## src/rtl/divider_ctrl_pkg.sv

```systemverilog
// Shared types and constants for the divider controller.
package divider_ctrl_pkg;

  typedef enum logic [1:0] {
    IDLE = 2'd0,
    RUN  = 2'd1,
    FIN  = 2'd2
  } state_t;

  localparam int MIN_RATIO = 2;
  localparam int M_DEF     = 10;
  localparam int N_DEF     = 1000;

endpackage

```

## src/rtl/divider_ctrl_tick_counter.sv

```systemverilog
// Wrap-around divide-by-ratio counter with a registered terminal-count flag.
// tc is high exactly while count holds ratio-1 and the counter is enabled.
module tick_counter
  import divider_ctrl_pkg::*;
#(
  parameter int M = M_DEF
) (
  input  logic         clk,
  input  logic         rst,
  input  logic         en,
  input  logic         clr,
  input  logic [M-1:0] ratio,
  output logic [M-1:0] count,
  output logic         tc
);

  localparam logic [M-1:0] ONE = M'(1);

  logic [M-1:0] count_r;
  logic [M-1:0] count_nxt_s;
  logic         tc_r;

  // Next count: wrap to zero on the terminal value of the active ratio.
  always_comb begin
    count_nxt_s = count_r;
    if (count_r == (ratio - ONE)) begin
      count_nxt_s = {M{1'b0}};
    end else begin
      count_nxt_s = count_r + ONE;
    end
  end

  // Count register and terminal flag, cleared whenever counting is not active.
  always_ff @(posedge clk) begin
    if (rst) begin
      count_r <= {M{1'b0}};
      tc_r    <= 1'b0;
    end else if (clr) begin
      count_r <= {M{1'b0}};
      tc_r    <= 1'b0;
    end else if (en) begin
      count_r <= count_nxt_s;
      tc_r    <= (count_nxt_s == (ratio - ONE));
    end else begin
      count_r <= count_r;
      tc_r    <= tc_r;
    end
  end

  assign count = count_r;
  assign tc    = tc_r;

endmodule

```

## src/rtl/divider_ctrl.sv

```systemverilog
// Programmable tick controller: run/stop FSM, burst counting and glitch-free
// ratio updates that only take effect at period boundaries.
module divider_ctrl
  import divider_ctrl_pkg::*;
#(
  parameter int M         = M_DEF,
  parameter int N_DEFAULT = N_DEF
) (
  input  logic         CLK,
  input  logic         RESET,
  input  logic         CFG_WE,
  input  logic [M-1:0] CFG_N,
  input  logic         START,
  input  logic         STOP,
  input  logic [M-1:0] BURST,
  output logic [M-1:0] COUNT,
  output logic         TICK,
  output logic         BUSY,
  output logic         DONE,
  output logic         CFG_ACK,
  output logic         ERR
);

  localparam logic [M-1:0] ONE   = M'(1);
  localparam logic [M-1:0] N_RST = M'(N_DEFAULT);
  localparam logic [M-1:0] MIN_N = M'(MIN_RATIO);

  state_t       state_r, state_nxt_s;
  logic [M-1:0] n_act_r, n_act_nxt_s;
  logic [M-1:0] pend_r, pend_nxt_s;
  logic         pend_vld_r, pend_vld_nxt_s;
  logic [M-1:0] ticks_left_r, ticks_left_nxt_s;
  logic         ack_r, ack_nxt_s;
  logic         err_r, busy_r, done_r;
  logic         cnt_en_s, cnt_clr_s, tc_s, wrap_s, cfg_ok_s, cfg_bad_s;
  logic [M-1:0] count_s;

  assign cfg_ok_s  = CFG_WE && (CFG_N >= MIN_N);
  assign cfg_bad_s = CFG_WE && (CFG_N < MIN_N);
  assign wrap_s    = (state_r == RUN) && tc_s;
  assign cnt_en_s  = (state_r == RUN) && (state_nxt_s == RUN);
  assign cnt_clr_s = !cnt_en_s;

  // Next-state logic; STOP has priority over START and over a final wrap.
  always_comb begin
    state_nxt_s = state_r;
    case (state_r)
      IDLE: begin
        if (START && !STOP) state_nxt_s = RUN;
        else                state_nxt_s = IDLE;
      end
      RUN: begin
        if (STOP)                                state_nxt_s = IDLE;
        else if (wrap_s && ticks_left_r == ONE)  state_nxt_s = FIN;
        else                                     state_nxt_s = RUN;
      end
      FIN:     state_nxt_s = IDLE;
      default: state_nxt_s = IDLE;
    endcase
  end

  // Ratio update: immediate outside RUN, deferred to the next wrap inside RUN;
  // leaving RUN flushes the newest requested ratio.
  always_comb begin
    n_act_nxt_s    = n_act_r;
    pend_nxt_s     = pend_r;
    pend_vld_nxt_s = pend_vld_r;
    ack_nxt_s      = 1'b0;
    if (state_r != RUN) begin
      if (cfg_ok_s) begin
        n_act_nxt_s = CFG_N;
        ack_nxt_s   = 1'b1;
      end else begin
        n_act_nxt_s = n_act_r;
      end
    end else if (state_nxt_s != RUN) begin
      pend_vld_nxt_s = 1'b0;
      if (cfg_ok_s) begin
        n_act_nxt_s = CFG_N;
        ack_nxt_s   = 1'b1;
      end else if (pend_vld_r) begin
        n_act_nxt_s = pend_r;
        ack_nxt_s   = 1'b1;
      end else begin
        n_act_nxt_s = n_act_r;
      end
    end else begin
      // A write landing on the wrap cycle waits for the following wrap.
      if (wrap_s && pend_vld_r) begin
        n_act_nxt_s    = pend_r;
        ack_nxt_s      = 1'b1;
        pend_vld_nxt_s = 1'b0;
      end else begin
        n_act_nxt_s = n_act_r;
      end
      if (cfg_ok_s) begin
        pend_nxt_s     = CFG_N;
        pend_vld_nxt_s = 1'b1;
      end else begin
        pend_nxt_s = pend_r;
      end
    end
  end

  // Burst bookkeeping; zero means free-running and is never decremented.
  always_comb begin
    ticks_left_nxt_s = ticks_left_r;
    if (state_r == IDLE && state_nxt_s == RUN) begin
      ticks_left_nxt_s = BURST;
    end else if (state_nxt_s != RUN) begin
      ticks_left_nxt_s = {M{1'b0}};
    end else if (wrap_s && ticks_left_r != {M{1'b0}}) begin
      ticks_left_nxt_s = ticks_left_r - ONE;
    end else begin
      ticks_left_nxt_s = ticks_left_r;
    end
  end

  // Control and status registers.
  always_ff @(posedge CLK) begin
    if (RESET) begin
      state_r      <= IDLE;
      n_act_r      <= N_RST;
      pend_r       <= {M{1'b0}};
      pend_vld_r   <= 1'b0;
      ticks_left_r <= {M{1'b0}};
      ack_r        <= 1'b0;
      err_r        <= 1'b0;
      busy_r       <= 1'b0;
      done_r       <= 1'b0;
    end else begin
      state_r      <= state_nxt_s;
      n_act_r      <= n_act_nxt_s;
      pend_r       <= pend_nxt_s;
      pend_vld_r   <= pend_vld_nxt_s;
      ticks_left_r <= ticks_left_nxt_s;
      ack_r        <= ack_nxt_s;
      err_r        <= cfg_bad_s;
      busy_r       <= (state_nxt_s == RUN);
      done_r       <= (state_nxt_s == FIN);
    end
  end

  tick_counter #(.M(M)) u_cnt (
    .clk   (CLK),
    .rst   (RESET),
    .en    (cnt_en_s),
    .clr   (cnt_clr_s),
    .ratio (n_act_r),
    .count (count_s),
    .tc    (tc_s)
  );

  assign COUNT   = count_s;
  assign TICK    = tc_s;
  assign BUSY    = busy_r;
  assign DONE    = done_r;
  assign CFG_ACK = ack_r;
  assign ERR     = err_r;

endmodule
```

## config.mk

```make
export PLATFORM = sky130hd
export DESIGN_NAME = divider_ctrl
export DESIGN_NICKNAME = d
export VERILOG_FILES = /design/src/rtl/divider_ctrl_pkg.sv /design/src/rtl/divider_ctrl_tick_counter.sv /design/src/rtl/divider_ctrl.sv
export SDC_FILE = /design/constraint.sdc
export NUM_CORES = 1
export LEC_CHECK = 0
export ABC_AREA = 1
export ABC_CLOCK_PERIOD_IN_PS = 2170
export BUFFER_PORTS_ARGS = -buffer_cell sky130_fd_sc_hd__clkbuf_2
export CAP_MARGIN = 15
export CORE_MARGIN = 5
export CORE_UTILIZATION = 37
export CTS_CLUSTER_SIZE = 8
export DETAILED_ROUTE_END_ITERATION = 12
export GPL_TIMING_DRIVEN = 0
export PLACE_DENSITY_LB_ADDON = 0.15
export SLEW_MARGIN = 40
export SYNTH_ARGS = -nofsm -noshare
export SYNTH_HDL_FRONTEND = slang
export SYNTH_SLANG_ARGS = --single-unit
export TNS_END_PERCENT = 100
```

## constraint.sdc

```tcl
create_clock -name CLK -period 2.17 [get_ports CLK]
set_input_delay 0.1085 -clock CLK [delete_from_list [all_inputs] [get_ports CLK]]
set_output_delay 0.1085 -clock CLK [all_outputs]
set_load 0.1 [all_outputs]
```

==> results of run 1 <==
worst max-delay path, stage by stage (launching register included):
cell	delay [ps]
dfxtp_4	400
inv_4	50
ha_4	190
xnor2_4	170
inv_1	70
nand2_1	60
nand2_1	40
nand3b_1	180
nor2_2	150
nand3_4	140
buf_12	160
nand2_4	70
nor2_4	30
nor2_2	90
nand2_1	90
nor3_2	160
flip-flops by register name, summed over array words and instances (netlist names):
| register | flops |
|---|---|
| CFG_ACK | 1 |
| state_r | 2 |
| pend_r | 10 |
| n_act_r | 10 |
| pend_vld_r | 1 |
| u_cnt.tc | 1 |
| DONE | 1 |
| ERR | 1 |
| ticks_left_r | 10 |
| BUSY | 1 |
| u_cnt.count | 10 |
metal layers:
metal,wire length [um],vias up
met2,3241,44
met5,0,-
met4,138,0
li1,-,1506
met1,3686,1251
met3,232,11
stage by stage:
stage / area [um^2] / utilization / hold WS [ps] / cells / worst slack, ps
after floorplan: 2844 / - / 186.6 / 425 / -221.3
after global placement: 3162 / 0.4156 / 311.5 / 565 / -327.6
after detailed placement: 3162 / 0.4156 / 317.7 / 565 / -354.1
after CTS: 3373 / 0.4434 / 12.51 / 577 / -9.498
after global routing: 3617 / 0.4755 / 15.70 / 588 / -105.1
final: 3617 / 0.4755 / 19.44 / 588 / 49.15
final timing paths:
check / start / to / slack, ps / cells past startpoint
worst max register to register: n_act_r[0] / u_cnt.tc / 50 / 15
worst min-delay path: CFG_WE / ERR / 20 / 3
worst min register to register: pend_r[4] / n_act_r[4] / 510 / 2
worst max-delay path: n_act_r[0] / u_cnt.tc / 50 / 15
power by group through the flow:
stage / Clock (uW) / Sequential (uW) / Combinational, uW
2_1_floorplan: 0 / 988 / 308
3_3_place_gp: 0 / 974 / 428
3_5_place_dp: 0 / 975 / 431
4_1_cts: 716 / 958 / 457
5_1_grt: 752 / 970 / 574
6_report: 698 / 963 / 511
what timing repair did:
| item | in CTS | in global routing |
|---|---|---|
| endpoints found under the setup margin | 8 | 39 |
| cloned | 0 | 2 |
| buffers inserted | 3 | 9 |
| pin swaps | 2 | 19 |
| hold endpoints to repair | 1 | 0 |
| hold buffers | 1 | 0 |
| gates resized for setup | 9 | 65 |
cells by family after synthesis:
group                    after synthesis  share of synthesized area
AND/OR/NAND/NOR                      211                     0.3317
AO/OA/AOI/OAI                         71                     0.1507
buffers and inverters                 71                    0.09868
flip-flops                            48                     0.3383
XOR/XNOR                              19                    0.05859
adder cells (fa/ha/maj)                5                    0.02203
cell usage in the layout, fill, tap and decap left out, types with 3 or more instances in the layout:
cell type  Yosys  final
buf_4          0     11
inv_1         57     51
nor3_1         8      7
ha_1           5      4
nor2_2         6     12
a22oi_1        3      3
clkbuf_2       0     39
clkbuf_8       0      6
nor4_1         3      3
nor2_4         3      7
inv_2          1      7
nand2_4        0      3
clkbuf_1       6      5
nor2_1        64     54
a211oi_1       4      4
xor2_1        17     16
o21ai_1        4      7
o21ai_0       28     24
nand2_2        6     13
nand4_1        3      3
a221oi_1       6      6
o221ai_1       6      6
nand2_1       80     70
nand3_2        0      7
nand3_1       33     26
buf_6          1      5
dfxtp_2        0      7
a21oi_1       16     16
dfxtp_1       48     39
synth_stat cells (2+ instances only):
| cell type | count | area share |
|---|---|---|
| nand2_1 | 80 | 0.11 |
| a31oi_1 | 2 | 0.0044 |
| dfxtp_1 | 48 | 0.34 |
| a211oi_1 | 4 | 0.011 |
| nand3b_1 | 2 | 0.0053 |
| nor3_1 | 8 | 0.014 |
| a221oi_1 | 6 | 0.019 |
| nand2_2 | 6 | 0.013 |
| nor2_1 | 64 | 0.085 |
| nand3_1 | 33 | 0.058 |
| inv_1 | 57 | 0.075 |
| a21oi_1 | 16 | 0.028 |
| nor4_1 | 3 | 0.0066 |
| o21ai_0 | 28 | 0.049 |
| nor2_4 | 3 | 0.012 |
| ha_1 | 5 | 0.022 |
| o21ai_1 | 4 | 0.0070 |
| buf_2 | 5 | 0.0088 |
| nor2_2 | 6 | 0.013 |
| xnor2_1 | 2 | 0.0062 |
| clkbuf_1 | 6 | 0.0079 |
| nand4_1 | 3 | 0.0066 |
| o221ai_1 | 6 | 0.019 |
| a22oi_1 | 3 | 0.0079 |
| xor2_1 | 17 | 0.052 |
area by class of cell:
| class | instances | area (um^2) | area share |
|---|---|---|---|
| flip-flops and latches | 48 | 977.2 | 0.2701 |
| inverters | 59 | 224.0 | 0.06192 |
| clock buffers | 6 | 82.58 | 0.02283 |
| plain buffers | 12 | 77.57 | 0.02145 |
| clock inverters | 2 | 38.79 | 0.01072 |
| repair buffers | 53 | 322.8 | 0.08924 |
| well taps | 102 | 127.6 | 0.03528 |
| multi-input cells | 306 | 1767 | 0.4884 |
==> results.py, run 1 <==
metrics = {
    "status": {
        "status": "finished, final reports clean",
    },
    "synthesis": {
        "synth-seq-cells": 48,
        "syn_inst": 425,
        "syn_avg_cell_area_um2": 6.683,
        "synth_async_sr_flop_share": 0,
        "synthFlopType": "dfxtp_1",
        "yosysSeqAreaShare": 0.3383,
        "syn_nets": 455,
        "synth_area_mm2": 0.002840,
        "ys_types": 33,
        "yosysWarningCount": 0,
        "synth_edf_count": 0,
    },
    "clocking": {
        "root_buffer": "clkbuf_8",
        "cts_made_buffers": 5,
        "path_clk_slew_ps": 90,
        "cts_tree": "yes",
        "ctsLongestPathBuffers": 2,
        "clock_latency_ps": 300,
        "clkSinkCount": 48,
        "cts_max_level": 2,
    },
    "timing": {
        "period_minus_slack_ps": 2121,
        "slew_headroom": 0.6002,
        "max_slew.worst_pin.slew_ps": 594.2,
        "fmax_mhz": 471.5,
        "drv_slew": 0,
        "hold_violations": 0,
        "finalCritPeriodShare": 0.9774,
        "fin_skew_ps": 6.272,
        "rsz0062_at_grt": "true",
        "final.setup.tns_ps": 0,
        "setup_viol": 0,
    },
    "floorplan": {
        "io_pins": 40,
        "coreArea_mm2": 0.007607,
        "die-area_mm2": 0.009529,
        "chipWidth_um": 97.62,
        "start_util": 0.3734,
        "rows": 32,
        "die_y_um": 97.62,
    },
    "global_routing": {
        "grt_max_degree": 16,
        "antenna_found_initial": 0,
        "grt-busiest-layer": "met2",
        "grt_pass1_vias": 2560,
        "grt_overflow_total": 0,
        "grt_util_met1": 0.2091,
        "gr-usage-met2": 0.2293,
        "grtUsageMet3": 0.02872,
        "grt_pass1_wl_um": 11810,
        "grt_usage": 0.1495,
    },
    "routing": {
        "drtAntennaViolNets": 0,
        "drtIter0Drc": 159,
        "drt_pass1_iterations": 4,
        "wl_um": 7299,
        "viasPerCell": 4.782,
        "vias": 2812,
        "avgRoutedWirePerCell_um": 12.41,
        "drc": 0,
    },
    "worst_setup_path": {
        "cp.arrival_ps": 2350,
        "startpoint_type": "register",
        "cp-end-kind": "register",
        "critPathMaxFanout": 5,
        "required_ps": 2400,
        "path_class": "register to register",
    },
    "finish": {
        "drive_gt1_frac": 0.2778,
        "syn2layout_area_growth_pct": 27.36,
        "n_antenna_cell": 0,
        "fillers": 794,
        "nets": 515,
    },
    "power": {
        "finalPower_uw": 2172,
        "switching_share": 0.3101,
        "combPwrFrac": 0.235,
        "seq_power_share": 0.443,
        "p_leak_uw": 0.001653,
        "p_sw_uw": 673.6,
        "internal_power_uw": 1499,
        "ir_drop_mv": 0.2721,
        "clockPowerShare": 0.321,
        "powerDensity_mw_per_mm2": 600.5,
    },
    "placed_design": {
        "place_congestion": 0.8939,
        "dp_hpwl_um": 5539,
        "io_buffers": 38,
    },
    "min_path": {
        "min_path_type": "input pin to register",
    },
    "job": {
        "maxCapViolCount": 0,
    },
}
Note: power is estimated with default switching activity, not from simulation.
==> run 2: changes to the inputs <==
--- a/config.mk
+++ b/config.mk
@@ -9,6 +9,7 @@
 export ABC_CLOCK_PERIOD_IN_PS = 2170
 export BUFFER_PORTS_ARGS = -buffer_cell sky130_fd_sc_hd__clkbuf_2
 export CAP_MARGIN = 15
+export CORE_ASPECT_RATIO = 2
 export CORE_MARGIN = 5
 export CORE_UTILIZATION = 37
 export CTS_CLUSTER_SIZE = 8
==> results.py, run 2 (synthesis gave the netlist of run 1 again) <==
metrics = {
    "status": {
        "status": "finished with violations",
        "violations": "negative setup slack",
    },
    "floorplan": {
        "io_pins": 40,
        "start_util": 0.3765,
        "die-area_mm2": 0.009634,
        "coreArea_mm2": 0.007545,
        "die_y_um": 133.9,
        "rows": 45,
        "chipWidth_um": 71.95,
    },
    "worst_setup_path": {
        "cp.arrival_ps": 2440,
        "path_cells": "inv_2, ha_4, xnor2_4, inv_2, nand2_1, nand2_1, nand3b_1, nor2_4, nand3_4, buf_6, nand2_4, nor2_1, nor2_2, nand2_1, nor3_2",
        "rr_endpoint": "u_cnt.tc",
        "required_ps": 2380,
        "path_buf_inv": 3,
        "startpoint_type": "register",
        "reg2reg_depth": 15,
        "reg2reg_from": "n_act_r[1]",
        "cp_top_family": "simple AND/OR/NAND/NOR gates",
        "path_class": "register to register",
        "rrSetupSlack_ps": -60,
        "cp-end-kind": "register",
        "critPathMaxFanout": 5,
        "crit_top_cell": "nand2_1",
        "slowest_stage": "dfxtp_2",
        "slowest_delay_ps": 360,
    },
    "clocking": {
        "ctsHoldBuffers": 0,
        "root_buffer": "clkbuf_16",
        "clkSinkCount": 48,
        "cts_tree": "yes",
        "path_clk_slew_ps": 70,
        "cts_made_buffers": 5,
        "clock_latency_ps": 290,
        "ctsLongestPathBuffers": 2,
        "cts_max_level": 2,
    },
    "routing": {
        "wl_um": 8233,
        "drtAntennaViolNets": 0,
        "avgRoutedWirePerCell_um": 14.15,
        "vias": 2882,
        "viasPerCell": 4.952,
        "drtIter0Drc": 121,
        "drt_pass1_iterations": 4,
        "drc": 0,
    },
    "global_routing": {
        "grt_usage": 0.1826,
        "grt_pass1_wl_um": 13770,
        "grt_max_degree": 15,
        "antenna_found_initial": 0,
        "grt_overflow_total": 0,
        "grt_pass1_vias": 3076,
    },
    "finish": {
        "post-route-util": 0.4854,
        "nets": 517,
        "final_common_cell": "nand2_1",
        "syn2layout_area_growth_pct": 28.94,
        "layout_common_cells": "nand2_1, nor2_1, inv_1, dfxtp_1, clkbuf_2",
        "n_antenna_cell": 0,
        "drive_gt1_frac": 0.2480,
    },
    "power": {
        "p_leak_uw": 0.001688,
        "ir_drop_mv": 0.6443,
        "powerDensity_mw_per_mm2": 652.8,
    },
    "min_path": {
        "worstHoldPathCells": 2,
        "hold_start": "CFG_N[1]",
        "min_path_type": "input pin to register",
        "min_delay_worst_endpoint": "ERR",
    },
    "timing": {
        "fin_ws_ps": -64.09,
        "rsz0062_at_grt": "true",
        "fin_skew_ps": 2.758,
        "slew_headroom": 0.6256,
        "period_minus_slack_ps": 2234,
        "fmax_mhz": 447.6,
        "finalCritPeriodShare": 1.030,
        "drv_slew": 0,
        "max_slew.worst_pin.slew_ps": 556.5,
        "setup_viol": 1,
        "final.setup.tns_ps": -64.09,
        "hold_violations": 0,
    },
    "job": {
        "maxCapViolCount": 0,
    },
    "placed_design": {
        "pre_cts_ws_ps": -443.6,
        "place_congestion": 0.8608,
        "dp_hpwl_um": 6534,
        "io_buffers": 38,
    },
}
run 2: cell types whose count changed in the layout (fill, tap and decap cells not counted), sizes merged:
cell / change
dlygate4sd3: -1
buf: +3
run 2: worst max path at each step:
stage	start	to	slack, ps	depth (start not counted)
final	n_act_r[1]	u_cnt.tc	-60	15
after global routing	n_act_r[1]	u_cnt.tc	-200	15
after CTS	n_act_r[1]	u_cnt.tc	-70	15
after detailed placement	n_act_r[0]	u_cnt.tc	-440	15
after global placement	n_act_r[0]	u_cnt.tc	-450	15
after floorplan	u_cnt.count[3]	u_cnt.tc	-220	11
run 2: repair_timing:
action	CTS	global route
resized for setup	26	37
pin swaps	12	16
gates cloned	1	1
endpoints found under the hold margin	0	0
buffers inserted	7	8
setup endpoints to repair	12	32
run 2: metal layers:
layer / vias up / global-route usage / wire length (um)
met5: - / 0 / 0
met4: 0 / 0.1224 / 445
met3: 26 / 0.02551 / 231
met2: 61 / 0.3591 / 4949
met1: 1283 / 0.1620 / 2606
li1: 1512 / - / -
run 2: area by class of cell:
class	instances	area [um^2]
clock inverter	2	35.03
tap	94	117.6
timing repair buffer	55	345.3
fill	816	3882
inverter	59	224.0
multi-input combinational	306	1752
clock buffer	6	128.9
buffer	12	85.08
sequential	48	974.7
run 2: power breakdown:
group	switching (uW)	internal, uW
combinational	328	213
sequential	41.0	923
clock	342	543
run 2: per-stage QoR:
stage                     hold WS (ps)  cells  cell area [um^2]  power [uW]
after CTS                        19.63    573              3497        2362
final                            28.92    582              3662        2391
after global routing             38.99    582              3662        2523
after global placement           330.3    557              3152        1412
after detailed placement         327.0    557              3152        1418
after floorplan                  186.6    425              2844        1296
